[src/rtl/pulse_measure_pkg.sv]
// Shared types for the pulse measurement block: control strobes, result record, FSM states.
package pulse_measure_pkg;

   // Width of the result fields. Instances may use a narrower counter; results are zero-extended.
   localparam int CNT_W_DEFAULT = 32;

   typedef struct packed {
      logic rising;
      logic falling;
   } control_path_t;

   typedef struct packed {
      logic [CNT_W_DEFAULT-1:0] period;
      logic [CNT_W_DEFAULT-1:0] high_time;
      logic                     timeout;
      logic                     saturated;
   } measurement_t;

   typedef enum logic {
      IDLE    = 1'b0,
      MEASURE = 1'b1
   } meas_state_t;

   // Assemble a result record from its fields.
   function automatic measurement_t make_meas(
      input logic [CNT_W_DEFAULT-1:0] period,
      input logic [CNT_W_DEFAULT-1:0] high_time,
      input logic                     timeout,
      input logic                     saturated
   );
      measurement_t m;
      m.period    = period;
      m.high_time = high_time;
      m.timeout   = timeout;
      m.saturated = saturated;
      return m;
   endfunction

endpackage

[src/rtl/pulse_measure_sat_counter.sv]
// Saturating up-counter with synchronous clear; clear beats enable, counting stops at all-ones.
module sat_counter #(
   parameter int W = 32
) (
   input  logic         i_clk,
   input  logic         i_reset,
   input  logic         i_clear,
   input  logic         i_enable,
   output logic [W-1:0] o_count,
   output logic         o_at_max
);

   localparam logic [W-1:0] MAX_VAL = '1;

   logic [W-1:0] count_q;
   logic [W-1:0] count_d;

   assign o_count  = count_q;
   assign o_at_max = (count_q == MAX_VAL);

   // Next count: clear first, otherwise increment unless already pinned at the maximum.
   always_comb begin
      count_d = count_q;
      if (i_clear) begin
         count_d = '0;
      end else if (i_enable && !o_at_max) begin
         count_d = count_q + 1'b1;
      end
   end

   // Count register.
   always_ff @(posedge i_clk) begin
      if (i_reset) begin
         count_q <= '0;
      end else begin
         count_q <= count_d;
      end
   end

endmodule

[src/rtl/pulse_measure.sv]
// Measures period and high time (in ticks) between rising edges and hands each result
// to a one-deep valid/ready output register.
module pulse_measure
   import pulse_measure_pkg::*;
#(
   parameter int          CNT_W         = CNT_W_DEFAULT,
   parameter int unsigned TIMEOUT_TICKS = 1000000
) (
   input  logic          i_clk,
   input  logic          i_reset,
   input  control_path_t i_control,
   input  logic          i_count_enable,
   output measurement_t  o_result,
   output logic          o_valid,
   input  logic          i_ready,
   output logic          o_overrun,
   output logic          o_busy
);

   localparam logic [CNT_W_DEFAULT-1:0] TIMEOUT_VAL = TIMEOUT_TICKS;

   meas_state_t  state_q, state_d;
   logic         high_open_q, high_open_d;
   logic         sat_q, sat_d;
   measurement_t result_q, result_d;
   logic         valid_q, valid_d;
   logic         overrun_q, overrun_d;

   logic [CNT_W-1:0]         period_cnt, high_cnt;
   logic                     period_at_max, high_at_max;
   logic [CNT_W_DEFAULT-1:0] period_ext, high_ext;
   logic                     in_measure, timeout_hit, capture;
   logic                     cnt_clear, period_en, high_en;
   measurement_t             cap_val;

   // A rising edge takes priority over a coincident tick, so that tick is dropped from both
   // the closing and the new measurement. Timeout is checked on the cycle after the tick
   // that brought the period up to the limit.
   assign in_measure  = (state_q == MEASURE);
   assign timeout_hit = in_measure && !i_control.rising && (period_ext == TIMEOUT_VAL);
   assign capture     = (in_measure && i_control.rising) || timeout_hit;
   assign cnt_clear   = i_control.rising || timeout_hit;
   assign period_en   = in_measure && i_count_enable && !cnt_clear;
   assign high_en     = period_en && high_open_q;

   sat_counter #(.W(CNT_W)) u_period_cnt (
      .i_clk    (i_clk),
      .i_reset  (i_reset),
      .i_clear  (cnt_clear),
      .i_enable (period_en),
      .o_count  (period_cnt),
      .o_at_max (period_at_max)
   );

   sat_counter #(.W(CNT_W)) u_high_cnt (
      .i_clk    (i_clk),
      .i_reset  (i_reset),
      .i_clear  (cnt_clear),
      .i_enable (high_en),
      .o_count  (high_cnt),
      .o_at_max (high_at_max)
   );

   // Zero-extend the counters into the full-width result fields.
   always_comb begin
      period_ext              = '0;
      high_ext                = '0;
      period_ext[CNT_W-1:0]   = period_cnt;
      high_ext[CNT_W-1:0]     = high_cnt;
   end

   // Measurement FSM: next state, high-phase tracking, saturation flag and captured record.
   always_comb begin
      state_d     = state_q;
      high_open_d = high_open_q;
      sat_d       = sat_q;
      cap_val     = '0;
      unique case (state_q)
         IDLE: begin
            if (i_control.rising) begin
               state_d     = MEASURE;
               high_open_d = 1'b1;
               sat_d       = 1'b0;
            end
         end
         MEASURE: begin
            if (i_control.rising) begin
               cap_val     = make_meas(period_ext, high_ext, 1'b0, sat_q);
               high_open_d = 1'b1;
               sat_d       = 1'b0;
            end else if (timeout_hit) begin
               cap_val     = make_meas(TIMEOUT_VAL, high_ext, 1'b1, sat_q);
               state_d     = IDLE;
               high_open_d = 1'b0;
               sat_d       = 1'b0;
            end else begin
               // Only the first falling edge matters; later ones find the phase already closed.
               if (i_control.falling) begin
                  high_open_d = 1'b0;
               end
               // Flag any tick lost because a counter is pinned at its maximum.
               if ((period_en && period_at_max) || (high_en && high_at_max)) begin
                  sat_d = 1'b1;
               end
            end
         end
         default: state_d = IDLE;
      endcase
   end

   // Output register: load on capture, drop valid on handshake, flag overwrite of unread data.
   always_comb begin
      result_d  = result_q;
      valid_d   = valid_q;
      overrun_d = 1'b0;
      if (capture) begin
         result_d  = cap_val;
         valid_d   = 1'b1;
         overrun_d = valid_q && !i_ready;
      end else if (valid_q && i_ready) begin
         valid_d = 1'b0;
      end
   end

   // State and output registers.
   always_ff @(posedge i_clk) begin
      if (i_reset) begin
         state_q     <= IDLE;
         high_open_q <= 1'b0;
         sat_q       <= 1'b0;
         result_q    <= '0;
         valid_q     <= 1'b0;
         overrun_q   <= 1'b0;
      end else begin
         state_q     <= state_d;
         high_open_q <= high_open_d;
         sat_q       <= sat_d;
         result_q    <= result_d;
         valid_q     <= valid_d;
         overrun_q   <= overrun_d;
      end
   end

   assign o_result  = result_q;
   assign o_valid   = valid_q;
   assign o_overrun = overrun_q;
   assign o_busy    = in_measure;

endmodule

[config.mk]
export PLATFORM = sky130hd
export DESIGN_NAME = pulse_measure
export DESIGN_NICKNAME = d
export VERILOG_FILES = /design/src/rtl/pulse_measure_pkg.sv /design/src/rtl/pulse_measure_sat_counter.sv /design/src/rtl/pulse_measure.sv
export SDC_FILE = /design/constraint.sdc
export NUM_CORES = 1
export LEC_CHECK = 0
export BUFFER_PORTS_ARGS = -buffer_cell sky130_fd_sc_hd__buf_2
export CAP_MARGIN = 5
export CORE_UTILIZATION = 35
export DETAILED_ROUTE_END_ITERATION = 10
export PLACE_DENSITY = 0.59
export SETUP_SLACK_MARGIN = 0.5
export SKIP_LAST_GASP = 1
export SYNTH_ARGS = -nofsm -noshare
export SYNTH_HDL_FRONTEND = slang
export SYNTH_SLANG_ARGS = --single-unit
[constraint.sdc]
create_clock -name i_clk -period 2.2 [get_ports i_clk]
set_input_delay 0.55 -clock i_clk [delete_from_list [all_inputs] [get_ports i_clk]]
set_output_delay 0.55 -clock i_clk [all_outputs]
set_load 0.01 [all_outputs]
==> metrics.yaml, run 1 <==
global_route:
  grt_pass1_wl_um: 25910
  grtUsageMet2: 0.3427
  grt_remaining_overflow: 0
  grt_use_met1: 0.2388
  met3_usage: 0.04112
  grt.busiest_layer: "met2"
  grt_max_degree: 41
  grt_pass1_vias: 5309
  antenna_found_initial: 0
  grt_usage: 0.1981
setup_path:
  regToRegSetupSlack_ns: 0.23
  crit_chain: "nand4_1, or4_4, o311ai_4, buf_6, nor3_2, xnor2_1, nor2_1"
  slowest_delay_ns: 0.62
  start_kind: "flop"
  cp_max_fo: 4
  timing.rr.start: "u_period_cnt.o_count[23]$_SDFFE_PP0P_"
  worstPathArrival_ns: 2.28
  critPathRequiredTime_ns: 2.51
  end_kind: "flop"
  r2r-end: "u_period_cnt.o_count[23]$_SDFFE_PP0P_"
  crit_slowest_cell: "or4_4"
  worstSetupPathType: "reg -> reg"
  r2r_cells: 7
final_layout:
  drive_gt1_frac: 0.4384
  diodes: 0
  fillers: 1469
  multi_input_area_um2: 3570
  regArea_um2: 2783
  layout.nets: 840
  final_cell_area_um2: 8706
  area_growth_pct: 50.18
outcome:
  status: "completed"
routing:
  totalWireLength_um: 17340
  ant_nets: 0
  dr.pass1.iters: 4
  route.vias.total: 5521
  wire_per_inst_um: 16.35
  drc: 0
  drt_iter0_drc: 309
  vias_per_cell: 5.208
power:
  p_per_area_nw_per_um2: 640.9
  p_leak_uw: 0.003543
  ir_worst_vdd_v: 0.0005589
min_path:
  hold-path-cell-count: 3
  min_to: "o_overrun$_SDFF_PP0_"
  hold_path.startpoint: "i_ready"
  hold_path.class: "in -> reg"
die:
  rows: 46
  die-area_um2: 17080
  start_util: 0.3623
  core_um2: 16000
  die_h_um: 130.7
  io_pins: 75
  die_width_um: 130.7
clock_network:
  clk_latency_ns: 0.42
  clockBufferDepth: 2
  cts_tree: "yes"
  cts_hold_buf: 0
  cts_root_buffer: "clkbuf_16"
  cts.sinks: 135
  clk_pin_slew_worst_paths_ns: 0.06
  ctsHtreeMaxLevel: 4
  cts_buffers: 17
synthesis:
  yosysTopAreaCellShare: 0.4662
  yosysMostFrequentCell: "dfxtp_1"
  synth_nets: 683
  synth_edf_count: 0
  synth.avg_cell_area_um2: 8.601
  yosysWarnings: 0
  syn-cell-area_um2: 5797
  ys_ff_latch: 135
  synth_cell_type_count: 47
  netlist_top_cells_area: "dfxtp_1, nand2_1, nor2_1, a21oi_1, a22o_1"
  netlist_top_cells_count: "dfxtp_1, nand2_1, nor2_1, a21oi_1, nand4_1"
  netlist_instances: 674
  synthArstFlopShare: 0
  ys.flop_type: "dfxtp_1"
  yosysTopAreaCell: "dfxtp_1"
  synth_seq_area_share: 0.4662
timing:
  skew_ns: 0.006573
  rsz0062_at_grt: "yes"
  final_min_period_over_clock_period: 0.8977
  tns_ns: 0
  finalCriticalPeriod_ns: 1.975
  slew_headroom: 0.7110
  tightest_slew_ns: 0.4321
  finalSetupViolCount: 0
  setup_slack_ns: 0.2252
  fmax_ghz: 0.5064
  hold_viol: 0
  final_max_slew_viol_count: 0
place:
  dpl_worst_slack_ns: -0.01247
  dpl_cell_area_um2: 6822
  port_buffers: 74
  dp_hpwl_um: 10570
  gp_congestion: 0.8512
flow_run:
  cap_viol_max_count: 0
[cells in the final DEF (no fill, tap or decap), types with 4 or more instances in the layout]
master / instances
dfxtp_1: 97
nand2_1: 80
buf_4: 76
nor2_1: 74
buf_2: 74
nand4_1: 33
a21oi_2: 26
a22o_1: 25
dfxtp_2: 25
xnor2_1: 24
a21oi_1: 23
xor2_1: 23
clkbuf_16: 23
nand3_1: 19
nand2_4: 18
nor3_1: 14
dfxtp_4: 13
buf_6: 12
nor4_4: 11
buf_12: 10
inv_1: 9
and3_1: 8
and4_4: 7
nor3_2: 6
o21ai_2: 5
nor2_4: 5
and4_1: 5
o21ai_0: 5
or3_1: 5
clkinv_2: 5
nor4_2: 4
nor3_4: 4
or3_4: 4
or4_1: 4
o211ai_1: 4
and2_1: 4
nand3_2: 4
[cell type report]
cell class	count	share of cell area
flip-flops and latches	135	0.3196
clock buffers	23	0.05490
clock inverters	9	0.01408
repair buffers	179	0.1656
multi-input cells	487	0.4100
inverters	11	0.004743
well taps	216	0.03104
[flip-flops by register name (all words and copies together) (netlist names)]
signal and cells:
high_open_q 1, o_busy 1, o_overrun 1, o_result 66
o_valid 1, sat_q 1, u_high_cnt.o_count 32, u_period_cnt.o_count 32
[power breakdown]
group	total, µW	internal, µW	switching, µW
sequential	2450	2440	8.84
combinational	252	96.7	155
clock	2880	1860	1020
total	5580	4400	1180
[cell families after synthesis]
| group | synth area share |
|---|---|
| xor+xnor | 0.07252 |
| mux | 0.005180 |
| flops | 0.4662 |
| buf+inv | 0.04338 |
| simple gates | 0.2977 |
| fa+ha+maj | 0.006476 |
| compound gates | 0.1086 |
[metrics by stage]
| stage | util | instances | hold slack [ns] | power, µW |
|---|---|---|---|---|
| finish | 0.5441 | 1060 | 0.4366 | 5580 |
| global route | 0.5441 | 1060 | 0.4295 | 5768 |
| CTS | 0.4986 | 1038 | 0.4032 | 5563 |
| detailed placement | 0.4263 | 973 | 0.4453 | 2672 |
| global placement | 0.4263 | 973 | 0.4414 | 2668 |
| floorplan | - | 674 | 0.4249 | 2623 |
[worst max-delay path: cells and delay by family (launching register included)]
kind / cells / cell delay, ns
xor+xnor: 1 / 0.14
flops: 1 / 0.37
simple gates: 4 / 0.91
compound gates: 1 / 0.29
buf+inv: 1 / 0.16
[what timing repair did]
| item | 4_1_cts | 5_1_grt |
|---|---|---|
| gates resized for setup | 94 | 111 |
| buffers inserted | 31 | 14 |
| endpoints found under the setup margin | 132 | 135 |
| pin swaps | 27 | 74 |
| cloned | 2 | 8 |
[per-layer routing]
metal | wire (µm) | share of wire
met5 | 0 | 0
met4 | 352 | 0.020
met3 | 518 | 0.030
met2 | 8615 | 0.50
met1 | 7849 | 0.45
[how the worst max path moves through the flow]
| stage | from | end | cells past startpoint |
|---|---|---|---|
| 6_report | u_period_cnt.o_count[23]$_SDFFE_PP0P_ | u_period_cnt.o_count[23]$_SDFFE_PP0P_ | 7 |
| 5_1_grt | u_period_cnt.o_count[31]$_SDFFE_PP0P_ | o_result[2]$_SDFFE_PP0P_ | 9 |
| 3_3_place_gp | u_period_cnt.o_count[20]$_SDFFE_PP0P_ | u_period_cnt.o_count[23]$_SDFFE_PP0P_ | 6 |
| 2_1_floorplan | i_control[1] | u_high_cnt.o_count[28]$_SDFFE_PP0P_ | 6 |
| 4_1_cts | u_period_cnt.o_count[23]$_SDFFE_PP0P_ | u_period_cnt.o_count[27]$_SDFFE_PP0P_ | 7 |
| 3_5_place_dp | i_control[1] | u_high_cnt.o_count[28]$_SDFFE_PP0P_ | 6 |
Note: power is estimated with default switching activity, not from simulation.
==> inputs of run 2 (changes only) <==
--- a/config.mk
+++ b/config.mk
@@ -7,9 +7,11 @@
 export LEC_CHECK = 0
 export BUFFER_PORTS_ARGS = -buffer_cell sky130_fd_sc_hd__buf_2
 export CAP_MARGIN = 5
+export CELL_PAD_IN_SITES_DETAIL_PLACEMENT = 1
+export CELL_PAD_IN_SITES_GLOBAL_PLACEMENT = 1
 export CORE_UTILIZATION = 35
 export DETAILED_ROUTE_END_ITERATION = 10
-export PLACE_DENSITY = 0.59
+export PLACE_DENSITY = 0.72
 export SETUP_SLACK_MARGIN = 0.5
 export SKIP_LAST_GASP = 1
 export SYNTH_ARGS = -nofsm -noshare
==> metrics.yaml, run 2 (synthesis gave the netlist of run 1 again) <==
power:
  switchingPower_uw: 1362
  clkPwrFrac: 0.504
  total_power_uw: 5802
  p_comb_frac: 0.072
  p_per_area_nw_per_um2: 606.8
  ir_worst_vdd_v: 0.0005310
  netSwitchingFraction: 0.2347
  internal-power_uw: 4440
  p_leak_uw: 0.003759
  seqPwrFrac: 0.423
final_layout:
  area_growth_pct: 64.95
  layout_commonest_cell: "dfxtp_1"
  layout_common_cells: "dfxtp_1, buf_2, buf_4"
  drive_gt1_frac: 0.5500
  largest_register_ffs: 66
  final_cell_area_um2: 9562
  layout.nets: 857
  diodes: 0
place:
  port_buffers: 74
  gp_congestion: 0.8333
  dpl_worst_slack_ns: -0.05101
  dp_hpwl_um: 12030
  dpl_cell_area_um2: 6813
flow_run:
  cap_viol_max_count: 0
global_route:
  grt_usage: 0.2252
  grt_max_degree: 34
  antenna_found_initial: 0
  grt_pass1_wl_um: 29240
  grt_pass1_vias: 5781
  grt_remaining_overflow: 0
routing:
  dr.pass1.iters: 5
  drt_iter0_drc: 327
  ant_nets: 0
  wire_per_inst_um: 24.87
  route.vias.total: 6213
  totalWireLength_um: 26770
  vias_per_cell: 5.774
  drc: 0
clock_network:
  cts_buffers: 17
  cts_hold_buf: 0
  cts_root_buffer: "clkbuf_16"
  cts.sinks: 135
  clk_latency_ns: 0.44
  clk_pin_slew_worst_paths_ns: 0.06
  cts_tree: "yes"
  ctsHtreeMaxLevel: 4
  clockBufferDepth: 2
die:
  io_pins: 75
  core_um2: 16000
  start_util: 0.3623
  die_width_um: 130.7
  rows: 46
  die_h_um: 130.7
  die-area_um2: 17080
setup_path:
  worstSetupPathType: "reg -> reg"
  end_kind: "flop"
  worstPathArrival_ns: 2.48
  critPathRequiredTime_ns: 2.51
  cp_max_fo: 5
  start_kind: "flop"
timing:
  setup_slack_ns: 0.03383
  tightest_slew_ns: 0.5529
  rsz0062_at_grt: "yes"
  skew_ns: 0.01371
  slew_headroom: 0.6314
  finalSetupViolCount: 0
  final_max_slew_viol_count: 0
  fmax_ghz: 0.4616
  hold_viol: 0
  final_min_period_over_clock_period: 0.9846
  tns_ns: 0
  finalCriticalPeriod_ns: 2.166
min_path:
  hold_path.class: "reg -> reg"
outcome:
  status: "completed"
-- run 2: changes by cell type in the layout (fill, tap and decap cells not counted), sizes merged --
cell	previous run	this run
buf	173	183
clkinv	5	6
clkbuf	29	34
-- run 2: final cells by class --
type                       count  area (µm²)
fill                        1741        6439
multi-input combinational    487        4056
sequential                   135        2779
timing repair buffer         196        1827
clock buffer                  21       460.4
tap                          216       270.3
clock inverter                10       127.6
inverter                      11       41.29
-- run 2: final timing paths --
kind	from	endpoint	slack (ns)	depth (start not counted)
worst max-delay path	u_period_cnt.o_count[15]$_SDFFE_PP0P_	u_period_cnt.o_count[29]$_SDFFE_PP0P_	0.03	7
worst min-delay path	o_result[25]$_SDFFE_PP0P_	o_result[25]$_SDFFE_PP0P_	0.45	2
worst max register to register	u_period_cnt.o_count[15]$_SDFFE_PP0P_	u_period_cnt.o_count[29]$_SDFFE_PP0P_	0.03	7
worst min register to register	o_result[25]$_SDFFE_PP0P_	o_result[25]$_SDFFE_PP0P_	0.45	2
-- run 2: through the flow --
stage	hold slack, ns	cells	util
6_report	0.4547	1076	0.5976
5_1_grt	0.4880	1076	0.5976
3_3_place_gp	0.4410	972	0.4258
3_5_place_dp	0.4472	972	0.4258
2_1_floorplan	0.4249	674	-
4_1_cts	0.3942	1023	0.4862
-- run 2: what timing repair did --
action / in CTS / in global routing
pin swaps: 20 / 129
buffers inserted: 17 / 35
gates cloned: 3 / 18
setup endpoints to repair: 135 / 135
gates resized for setup: 53 / 288
-- run 2: per-layer routing --
layer,GRT usage,part of all wire
met1,0.2483,0.38
met2,0.4077,0.52
met3,0.05293,0.046
met4,0.1048,0.058
met5,0,0
-- run 2: power groups by stage --
stage          clock network [µW]  registers (µW)  logic (µW)
6_report                     2930            2460         420
5_1_grt                      3080            2460         428
4_1_cts                      2920            2460         207
3_5_place_dp                    0            2520         160
3_3_place_gp                    0            2520         155
2_1_floorplan                   0            2520         102
-- run 2: critical path: stages (launching register included) --
cell and delay [ns]:
dfxtp_1 0.44, buf_4 0.20, and3_1 0.35, nand2_1 0.23
o311ai_4 0.47, nor4_2 0.08, xnor2_1 0.20, nor2_1 0.08
==> inputs of run 3 (changes only) <==
--- a/config.mk
+++ b/config.mk
@@ -10,8 +10,9 @@
 export CELL_PAD_IN_SITES_DETAIL_PLACEMENT = 1
 export CELL_PAD_IN_SITES_GLOBAL_PLACEMENT = 1
 export CORE_UTILIZATION = 35
+export CTS_BUF_LIST = sky130_fd_sc_hd__clkbuf_4
 export DETAILED_ROUTE_END_ITERATION = 10
-export PLACE_DENSITY = 0.72
+export PLACE_DENSITY_LB_ADDON = 0.1
 export SETUP_SLACK_MARGIN = 0.5
 export SKIP_LAST_GASP = 1
 export SYNTH_ARGS = -nofsm -noshare
==> metrics.yaml, run 3 (synthesis gave the netlist of run 1 again) <==
place:
  dp_hpwl_um: 11840
  port_buffers: 74
  gp_congestion: 0.8235
power:
  ir_worst_vdd_v: 0.0003597
  netSwitchingFraction: 0.2524
  switchingPower_uw: 1157
  seqPwrFrac: 0.536
  p_per_area_nw_per_um2: 515.0
  total_power_uw: 4583
  p_leak_uw: 0.003599
  p_comb_frac: 0.083
  clkPwrFrac: 0.382
  internal-power_uw: 3426
die:
  die_width_um: 130.7
  start_util: 0.3623
  die-area_um2: 17080
  die_h_um: 130.7
  io_pins: 75
  core_um2: 16000
  rows: 46
timing:
  final_max_slew_viol_count: 0
  finalCriticalPeriod_ns: 2.143
  finalSetupViolCount: 0
  slew_headroom: 0.6894
  rsz0062_at_grt: "yes"
  final_min_period_over_clock_period: 0.9739
  fmax_ghz: 0.4667
  hold_viol: 0
  tightest_slew_ns: 0.4659
  skew_ns: 0.02002
setup_path:
  cp_max_fo: 5
  start_kind: "flop"
  worstSetupPathType: "reg -> reg"
  critPathRequiredTime_ns: 2.69
  end_kind: "flop"
  worstPathArrival_ns: 2.64
global_route:
  grt_max_degree: 36
  antenna_found_initial: 1
  grt_pass1_vias: 6070
  grt_remaining_overflow: 0
  grt_usage: 0.2526
  grt_pass1_wl_um: 32550
outcome:
  status: "completed"
clock_network:
  cts_tree: "yes"
  clockBufferDepth: 2
  ctsHtreeMaxLevel: 4
  cts_hold_buf: 0
  cts_buffers: 17
  clk_latency_ns: 0.57
  clk_pin_slew_worst_paths_ns: 0.12
  cts_root_buffer: "clkbuf_4"
  cts.sinks: 135
routing:
  drt_iter0_drc: 295
  route.vias.total: 5847
  totalWireLength_um: 21650
  ant_nets: 0
  drc: 0
  wire_per_inst_um: 19.97
  vias_per_cell: 5.394
  dr.pass1.iters: 4
final_layout:
  fin_util: 0.5562
  area_growth_pct: 53.53
  multi_input_area_um2: 3671
  drive_gt1_frac: 0.4821
  largest_register_ffs: 66
  regArea_um2: 2779
  layout.nets: 864
  layout_common_cells: "dfxtp_1, nand2_1, buf_4"
  layout_commonest_cell: "dfxtp_1"
  fillers: 1833
min_path:
  hold_path.class: "in -> reg"
flow_run:
  cap_viol_max_count: 0
==> run 3: cell types whose count changed in the layout (fill, tap and decap cells not counted), moves of 8 or more <==
cell / change
buf_16: +8
clkbuf_16: -29
clkbuf_4: +20
nand2_1: +34
nand2_2: -12
nand2_4: -22
nor2_1: +12
nor2_4: -9
==> run 3: path summary, 6_finish.rpt <==
path	from	end	slack, ns	cells past startpoint
worst max-delay path	u_period_cnt.o_count[4]$_SDFFE_PP0P_	o_result[43]$_SDFFE_PP0P_	0.06	10
worst min-delay path	i_ready	o_overrun$_SDFF_PP0_	0.29	3
worst max register to register	u_period_cnt.o_count[4]$_SDFFE_PP0P_	o_result[43]$_SDFFE_PP0P_	0.06	10
worst min register to register	o_result[19]$_SDFFE_PP0P_	o_result[19]$_SDFFE_PP0P_	0.46	2
==> run 3: power groups by stage <==
stage | combinational (µW) | sequential (µW) | clock, µW
after CTS | 330 | 2450 | 1780
after detailed placement | 154 | 2520 | 0
after global routing | 397 | 2460 | 1910
final | 379 | 2450 | 1750
after global placement | 149 | 2520 | 0
after floorplan | 102 | 2520 | 0
==> run 3: timing repair <==
action / 4_1_cts / 5_1_grt
cloned: 11 / 2
endpoints found under the setup margin: 135 / 140
gates resized for setup: 172 / 83
pin swaps: 62 / 58
buffers inserted: 50 / 11
==> run 3: layout make-up <==
class                           instances  share of cell area
Antenna cell                            1           0.0002812
Inverter                               11            0.004639
Multi-Input combinational cell        486              0.4125
Sequential cell                       135              0.3122
Timing Repair Buffer                  204              0.2082
Clock inverter                         11             0.01490
Clock buffer                           20             0.01687
Tap cell                              216             0.03037
==> run 3: routing by layer <==
| layer | vias up | track usage | wire length, µm |
|---|---|---|---|
| met5 | - | 0 | 0 |
| met4 | 0 | 0.1271 | 631 |
| met3 | 45 | 0.04479 | 607 |
| met2 | 139 | 0.4644 | 11700 |
| met1 | 2929 | 0.2781 | 8714 |
| li1 | 2734 | - | - |
==> run 3: critical path: stages (launching register included) <==
cell     delay, ns
dfxtp_4       0.38
nor4_4        0.41
nand4_1       0.24
nor2_2        0.20
o21a_2        0.18
buf_8         0.13
buf_12        0.13
buf_12        0.10
buf_16        0.11
nor2_1        0.04
nor3_1        0.14
==> run 3: metrics by stage <==
step                      cells  hold slack [ns]  setup slack [ns]  instance area (µm²)  setup TNS, ns
final                      1084           0.2926           0.05733                 8900              0
after global routing       1084           0.2791          0.006120                 8900              0
after CTS                  1070           0.2189            0.2572                 8444              0
after detailed placement    978           0.4446          -0.04737                 6859        -0.8120
after global placement      978           0.4388          -0.01470                 6859       -0.02869
after floorplan             674           0.4249            0.3195                 6051              0
